==> src/rtl/vm_pkg.sv <==
// vm_pkg: definitions shared by the vending machine's coin path.
//   AMT_W          width of every money amount (10-bit unsigned)
//   COIN_NONE..5   hopper coin codes; COIN_NONE means "no coin"
//   state_t        change_dispenser FSM state encoding
package vm_pkg;

  localparam int AMT_W  = 10;
  localparam int CODE_W = 3;

  localparam logic [CODE_W-1:0] COIN_NONE = 3'd0;
  localparam logic [CODE_W-1:0] COIN_1    = 3'd1;
  localparam logic [CODE_W-1:0] COIN_2    = 3'd2;
  localparam logic [CODE_W-1:0] COIN_3    = 3'd3;
  localparam logic [CODE_W-1:0] COIN_4    = 3'd4;
  localparam logic [CODE_W-1:0] COIN_5    = 3'd5;

  typedef enum logic [2:0] {
    IDLE,
    SELECT,
    REQ,
    RELEASE,
    DONE,
    FAULT
  } state_t;

endpackage

==> src/rtl/coin_select.sv <==
// coin_select: combinational greedy picker. Returns the highest coin code
// whose value fits in the remaining amount and whose tube is not empty.
//   remain        amount still to pay
//   hopper_empty  bit k-1 set means coin code k is unavailable
//   code          chosen coin code, COIN_NONE when nothing fits
//   found         a coin was chosen
module coin_select
  import vm_pkg::*;
#(
  parameter logic [AMT_W-1:0] COIN_V1 = 10'd5,
  parameter logic [AMT_W-1:0] COIN_V2 = 10'd10,
  parameter logic [AMT_W-1:0] COIN_V3 = 10'd25,
  parameter logic [AMT_W-1:0] COIN_V4 = 10'd50,
  parameter logic [AMT_W-1:0] COIN_V5 = 10'd100
) (
  input  logic [AMT_W-1:0]  remain,
  input  logic [4:0]        hopper_empty,
  output logic [CODE_W-1:0] code,
  output logic              found
);

  // NOTE: every output gets a default before the if-chain so no path leaves
  // it unassigned, which would otherwise infer a latch.
  always_comb begin
    code = COIN_NONE;
    if      (!hopper_empty[4] && COIN_V5 <= remain) code = COIN_5;
    else if (!hopper_empty[3] && COIN_V4 <= remain) code = COIN_4;
    else if (!hopper_empty[2] && COIN_V3 <= remain) code = COIN_3;
    else if (!hopper_empty[1] && COIN_V2 <= remain) code = COIN_2;
    else if (!hopper_empty[0] && COIN_V1 <= remain) code = COIN_1;
  end

  assign found = (code != COIN_NONE);

endmodule

==> src/rtl/change_dispenser.sv <==
// change_dispenser: pays a change amount back out through the coin hopper,
// one coin at a time, greedy largest-first, skipping empty tubes.
//   i_clk, i_rst_n      clock, asynchronous active-low reset
//   i_start, i_change   start strobe and amount (sampled together in IDLE)
//   i_hopper_empty      per-code tube empty flags
//   i_coin_ack          4-phase ack from the hopper
//   i_clear             leave FAULT
//   o_busy              high whenever the FSM is not IDLE
//   o_coin_req/type     coin request and its code (0 when no request)
//   o_paid              running total ejected this transaction
//   o_residue, o_short  unpaid remainder and its nonzero flag
//   o_done              one-cycle end-of-payout pulse
//   o_fault             ack timeout, sticky until i_clear
module change_dispenser
  import vm_pkg::*;
#(
  parameter logic [AMT_W-1:0] COIN_V1     = 10'd5,
  parameter logic [AMT_W-1:0] COIN_V2     = 10'd10,
  parameter logic [AMT_W-1:0] COIN_V3     = 10'd25,
  parameter logic [AMT_W-1:0] COIN_V4     = 10'd50,
  parameter logic [AMT_W-1:0] COIN_V5     = 10'd100,
  parameter logic [31:0]      ACK_TIMEOUT = 32'd1000000
) (
  input  logic              i_clk,
  input  logic              i_rst_n,
  input  logic              i_start,
  input  logic [AMT_W-1:0]  i_change,
  input  logic [4:0]        i_hopper_empty,
  input  logic              i_coin_ack,
  input  logic              i_clear,
  output logic              o_busy,
  output logic              o_coin_req,
  output logic [CODE_W-1:0] o_coin_type,
  output logic [AMT_W-1:0]  o_paid,
  output logic [AMT_W-1:0]  o_residue,
  output logic              o_done,
  output logic              o_short,
  output logic              o_fault
);

  state_t              state, state_next;
  logic [AMT_W-1:0]    r_remain;
  logic [CODE_W-1:0]   r_code;
  logic [31:0]         r_wait;
  logic [CODE_W-1:0]   sel_code;
  logic                sel_found;
  logic [AMT_W-1:0]    code_val;
  logic                ack_timeout;

  coin_select #(
    .COIN_V1 (COIN_V1),
    .COIN_V2 (COIN_V2),
    .COIN_V3 (COIN_V3),
    .COIN_V4 (COIN_V4),
    .COIN_V5 (COIN_V5)
  ) u_coin_select (
    .remain       (r_remain),
    .hopper_empty (i_hopper_empty),
    .code         (sel_code),
    .found        (sel_found)
  );

  always_comb begin
    unique case (r_code)
      COIN_1:  code_val = COIN_V1;
      COIN_2:  code_val = COIN_V2;
      COIN_3:  code_val = COIN_V3;
      COIN_4:  code_val = COIN_V4;
      COIN_5:  code_val = COIN_V5;
      default: code_val = '0;
    endcase
  end

  // r_wait counts REQ cycles already spent without an ack, so this is true
  // on the ACK_TIMEOUT-th one.
  assign ack_timeout = (r_wait == ACK_TIMEOUT - 32'd1);

  always_comb begin
    state_next = state;
    unique case (state)
      IDLE:    if (i_start) state_next = SELECT;
      SELECT:  state_next = (r_remain != '0 && sel_found) ? REQ : DONE;
      REQ: begin
        if (i_coin_ack)       state_next = RELEASE;
        else if (ack_timeout) state_next = FAULT;
      end
      RELEASE: if (!i_coin_ack) state_next = SELECT;
      DONE:    state_next = IDLE;
      FAULT:   if (i_clear) state_next = IDLE;
      default: state_next = IDLE;
    endcase
  end

  // Outputs are registered from the state being left, so each state's effect
  // is visible one edge after it is evaluated (request rises on the first REQ
  // edge, done pulses in the cycle after DONE).
  // NOTE: all state here uses non-blocking assignments so every register
  // samples pre-edge values regardless of statement order.
  always_ff @(posedge i_clk or negedge i_rst_n) begin
    if (!i_rst_n) begin
      state       <= IDLE;
      r_remain    <= '0;
      r_code      <= COIN_NONE;
      r_wait      <= '0;
      o_busy      <= 1'b0;
      o_coin_req  <= 1'b0;
      o_coin_type <= COIN_NONE;
      o_paid      <= '0;
      o_residue   <= '0;
      o_done      <= 1'b0;
      o_short     <= 1'b0;
      o_fault     <= 1'b0;
    end else begin
      state  <= state_next;
      o_busy <= (state_next != IDLE);
      o_done <= 1'b0;
      unique case (state)
        IDLE: if (i_start) begin
          r_remain  <= i_change;
          o_paid    <= '0;
          o_short   <= 1'b0;
          o_residue <= '0;
        end
        SELECT: begin
          r_wait <= '0;
          if (sel_found) r_code <= sel_code;
        end
        REQ: begin
          if (i_coin_ack) begin
            // SELECT only picks coins that fit, so this cannot underflow.
            r_remain    <= r_remain - code_val;
            o_paid      <= o_paid + code_val;
            o_coin_req  <= 1'b0;
            o_coin_type <= COIN_NONE;
          end else if (ack_timeout) begin
            o_fault     <= 1'b1;
            o_coin_req  <= 1'b0;
            o_coin_type <= COIN_NONE;
          end else begin
            r_wait      <= r_wait + 32'd1;
            o_coin_req  <= 1'b1;
            o_coin_type <= r_code;
          end
        end
        DONE: begin
          o_done    <= 1'b1;
          o_residue <= r_remain;
          o_short   <= (r_remain != '0);
        end
        FAULT: if (i_clear) o_fault <= 1'b0;
        default: ;
      endcase
    end
  end

endmodule

==> config.mk <==
export PLATFORM = sky130hd
export DESIGN_NAME = change_dispenser
export DESIGN_NICKNAME = d
export VERILOG_FILES = /design/src/rtl/vm_pkg.sv /design/src/rtl/coin_select.sv /design/src/rtl/change_dispenser.sv
export SDC_FILE = /design/constraint.sdc
export NUM_CORES = 1
export LEC_CHECK = 0
export ABC_AREA = 1
export CAP_MARGIN = 20
export CORE_MARGIN = 2
export CORE_UTILIZATION = 59
export DETAILED_ROUTE_END_ITERATION = 16
export DONT_BUFFER_PORTS = 1
export PLACE_DENSITY = 0.75
export SYNTH_ARGS = -nofsm -noshare
export SYNTH_HDL_FRONTEND = slang
export SYNTH_HIERARCHICAL = 1
export SYNTH_SLANG_ARGS = --single-unit
==> constraint.sdc <==
create_clock -name i_clk -period 3.1 [get_ports i_clk]
set_clock_uncertainty 0.05 [all_clocks]
set_input_delay 0.31 -clock i_clk [delete_from_list [all_inputs] [get_ports i_clk]]
set_output_delay 0.31 -clock i_clk [all_outputs]
set_load 0.03 [all_outputs]
After elaboration in Yosys (flattened, before gate mapping) --
Cells that the tools add are included. W data, S select, Z words.
Storage, ports and cells: flip-flop bits (word level) 76, input bits 20, output and inout port bits 28
Cells by class: add/sub/neg operators 3, $lt $le $gt $ge 5, equality and inequality tests 17, mux-type cells 34, reductions and logical operators 24
Operator list (count):
- $mux W32 | 2
- $pmux W32 S2 | 1
- $pmux W10 S2 | 3
- $mux W10 | 4
- $mux W3 | 12
- $pmux W7 S5 | 1
- $add A32 B1 Y32 const B | 1
- $eq A32 B20 Y1 const B | 1
- $pmux W3 S5 | 1
- $eq A3 B2 Y1 const B | 4
- $eq A3 B3 Y1 const B | 4
- $ne A2 B2 Y1 const B | 6
- $add A10 B10 Y10 | 1
- $le A3 B10 Y1 const A | 1
- $le A4 B10 Y1 const A | 1
- $le A5 B10 Y1 const A | 1
- $le A6 B10 Y1 const A | 1
- $le A7 B10 Y1 const A | 1
- $reduce_bool A10 Y1 | 1
- $sub A10 B10 Y10 | 1
- $mux W1 | 8
- $reduce_bool A2 Y1 | 4
- $eq A3 B1 Y1 const B | 2
- $logic_and A1 B1 Y1 | 6
- other kinds (7) | 15

Logic depth before layout (Yosys ltp) --
depth after elaboration 12, gate-level depth with buffers 16, depth with buffers taken out 16

Modules after synthesis --
The synthesis kept the hierarchy.
By module, submodules not included:
- change_dispenser | instances 1, cells an instance 771, area each 5107.4 sq um
- coin_select | instances 1, cells an instance 58, area each 259.0 sq um

Least setup slack after synthesis --
OpenSTA, ideal clock, no wires.
path type reg-to-reg, from reg r_code[1], to reg r_remain[8], setup time 0.116 ns, data arrival time 1.982 ns, path slack 0.952 ns, cell stages (with the launch flop) 12, buffers on the path 0, period minus slack after synthesis 2.148 ns, cells stage by stage dfrtp_1 > inv_1 > nor3_1 > o21bai_1 > ha_1 > fa_1 > o21ai_0 > nand2_1 > nand3_1 > nand3_1 > nand2_1 > nand2_1
On the way: longest elaborated chain between the ends 5, elaborated cells between the ends (all ways) 9
RTL lines:
- start: declaration | line change_dispenser.sv:43 | logic [CODE_W-1:0] r_code;
- start signal: assignment | line change_dispenser.sv:126 | if (sel_found) r_code <= sel_code;
- $eq A3 B3 Y1 (tied with other cells) | line change_dispenser.sv:64 | unique case (r_code)
- $pmux W7 S5 * | line change_dispenser.sv:64
- $sub A10 B10 Y10 * | line change_dispenser.sv:131 | r_remain <= r_remain - code_val;
- $mux W10 * | line change_dispenser.sv:129 | if (i_coin_ack) begin
- $pmux W10 S2 * | line change_dispenser.sv:117 | unique case (state)
- end signal: assignment | line change_dispenser.sv:119 | r_remain <= i_change;
- end signal: assignment | line change_dispenser.sv:131
- end: declaration | line change_dispenser.sv:42 | logic [AMT_W-1:0] r_remain;
Mark *: on every way between the ends. The rest lies on a longest branch, timed or not. The select of a mux whose other input is x is not followed. A chain may end at the register's enable or synchronous reset.

Worst setup path in the final report --
from reg r_code[0], to reg r_remain[6]
Same word-level chain as after synthesis.

==> metrics.txt <==
result of the run finished clean; Synth area leader dfrtp_1; Ports 48; routability-driven placement congestion ratio 0.977; most used flip-flop cell after synthesis dfrtp_1; placement row count 34; multi-input gate area in the final layout 3020 um2; setup repair bufs after CTS 0; wire length of the first global-routing pass 23600 um; cell breakdown of the critical path inv_1 > nor2_1 > inv_1 > o21bai_1 > ha_1 > fa_1 > o21ai_0 > nand2_1 > nand3_1 > nand3_1 > a21oi_1; count of flip-flops with a built-in enable after synthesis 0; count of cell types in the netlist 34; number of standard cells after synthesis 829; buffers from clock root to sink, at most 2; footprint of the flip-flops and latches 1900 um2; most frequently used cell type in the post-synthesis netlist nand2_1; number of detailed-route iterations in the first pass 5; highest metal used met4; total detailed-routing wirelength 13600 um; Synth area leaders dfrtp_1 (35%), nand2_1 (20%), nor2_1 (9.1%); Die ar. 9870 um2; number of storage elements in the synthesis netlist 76; RR Startpoint r_code[0]; overall fraction of global-route tracks in use 0.297; count of H-tree levels built during CTS 3; Clock Power Share 0.187; fraction of final layout cells sized beyond drive strength 1 0.0695; Min-Delay Startpoint i_change[2]; pin count of the biggest net entering global routing 77; post-synthesis sequential area ratio 0.354; worst setup timing slack at the placement stage 645 ps; setup repair after global routing missed its margin no; clock-pin slew of the registers on the worst-case setup and hold paths 90 ps; overall overflow remaining after global route 0; switching power share of the total 0.494; Hold Crit Class input pin to flop; vias in the first global route 5039; clock tree from TritonCTS yes; highest net fanout along the worst path 4; hpwl dp 9950 um; Internal Pwr Total 0.00239 W; launching element type of the critical path flop; # Max-Cap Violations 0; switching power total 0.00234 W; synthesized netlist net count 866; Net count, final 867; antenna violations before repair 0; Die Wd 99.4 um; DRC marker count from the first detailed-route iteration 279; final number of hold-violating endpoints 0; Setup-failing EPs final 0; final worst-path cycle share 0.813; remaining max-slew budget at the tightest pin 0.507; area of the core 8760 um2; number of buffers created by CTS 9; leading cell types by count after synthesis nand2_1 (285), nor2_1 (130), inv_1 (86), nand3_1 (86), dfrtp_1 (76); portion of total power attributed to sequential cells 0.345; Via density 5.36; routed wire length on met2 6860 um; Lkg Pwr 2.80 nW; final max-slew violation count 0; wire length on met3 559 um; Cells after DPL 925; overall via count from detail_route 5054; timing startpoint of the critical path r_code[0]; clock period minus final worst setup slack 2520 ps; Post-Synthesis Mean Instance Area 6.47 um2; worst setup margin 579 ps; share of synthesized registers carrying an async set or reset 1.00; setup TNS 0 ps; effective utilization at floorplan 0.612; critical path data required time 3330 ps; wire length the detailed router placed on met1 5900 um; relative contribution of combinational cells to total power 0.469; Routed Antenna Nets 0; worst supply voltage drop on vdd 0.713 mV; number of fill cells 789; wire length per cell after detailed routing 14.5 um; Crit. End Element flop; synthesis-to-layout area growth 6.60%; ANT cells 0; fraction of synthesized cell area taken by the top area cell type 0.354; maximum clock rate 0.397 GHz; Crit path largest cell delay 440 ps; Clock Latency Late Sink 360 ps; cell chosen for the clock root clkbuf_8; critical-path cell with the highest stage delay fa_1; cell area after technology mapping 5370 um2; slew at the pin closest to its max-slew limit 739 ps; path type of the worst setup path flop to flop; post-route non-filler standard cell count 943; total power density per cell area 826 nW/um2; vertical extent of the die 99.4 um; Critical Path AT 2750 ps; number of port buffers 0; Synthesis Warnings 6; remaining routing DRC violations 0; Num Clock Sinks 76
path summary, 6_finish.rpt:
check	slack, ps	cells past startpoint	to
min reg2reg	520	2	r_remain[8]
max reg2reg	580	11	r_remain[6]
max	580	11	r_remain[6]
min	20	2	r_remain[2]
max in group asynchronous	2230	2	r_remain[1]
min in group asynchronous	470	2	r_wait[5]
repair_timing:
item,in CTS,in global routing
hold buffers,2,0
gates resized for setup,0,0
hold endpoints to repair,76,0
metal layers:
layer	track usage	vias up
met4	0.114	0
met1	0.363	2315
li1	-	2599
met2	0.531	116
met3	0.0408	24
met5	0	-
through the flow:
stage,utilization,total power (W),hold WS [ps],instance area [um2]
finish,0.653,0.00473,21.9,5720
global route,0.653,0.00512,33.8,5720
CTS,0.653,0.00473,19.6,5720
detailed placement,0.623,0.00380,-33.9,5460
global placement,0.623,0.00376,-33.8,5460
floorplan,-,0.00328,-35.6,5370
kinds of logic after synthesis:
| logic type | count (synthesis) | synth area share |
|---|---|---|
| xor+xnor | 19 | 0.0310 |
| flops | 76 | 0.354 |
| fa+ha+maj | 17 | 0.0424 |
| compound gates | 59 | 0.0618 |
| simple gates | 546 | 0.428 |
| buf+inv | 112 | 0.0823 |
power by group through the flow:
| stage | Clock (W) | Sequential (W) | Combinational [W] |
|---|---|---|---|
| after floorplan | 0 | 0.00156 | 0.00172 |
| after global routing | 0.000930 | 0.00166 | 0.00254 |
| after detailed placement | 0 | 0.00164 | 0.00215 |
| after CTS | 0.000899 | 0.00163 | 0.00220 |
| after global placement | 0 | 0.00164 | 0.00212 |
| final | 0.000882 | 0.00163 | 0.00222 |
final cells by class:
type,count,share of cell area
Clock inverter,5,0.0147
Clock buffer,11,0.0247
Inverter,94,0.0617
Tap cell,108,0.0236
Sequential cell,76,0.332
Timing Repair Buffer,8,0.0144
Multi-Input combinational cell,641,0.528
critical path, delay by kind of cell (launching register included):
kind	cells	cell delay (ps)
flip-flops	1	410
adder cells (fa/ha/maj)	2	670
AND/OR/NAND/NOR	4	390
AO/OA/AOI/OAI	3	660
buffers and inverters	2	260
state kept, by name, summed over array words and instances, names as in the netlist, 3 cells and up:
signal,flops
o_coin_type,3
o_paid,10
o_residue,10
r_code,3
r_remain,10
r_wait,32
state,3
cell usage in the layout, fill, tap and decap left out, types with 8 or more instances in the layout:
cell type  count
o21ai_0       27
nand3_1       86
dfrtp_1       76
a21oi_1       19
inv_2          8
clkbuf_8      10
xnor2_1        8
nand2_1      285
nor2_1       130
nand2_2       12
xor2_1        11
nor2_2        10
inv_1         86
ha_1          15
No activity file was read; power rests on OpenSTA's default activity.
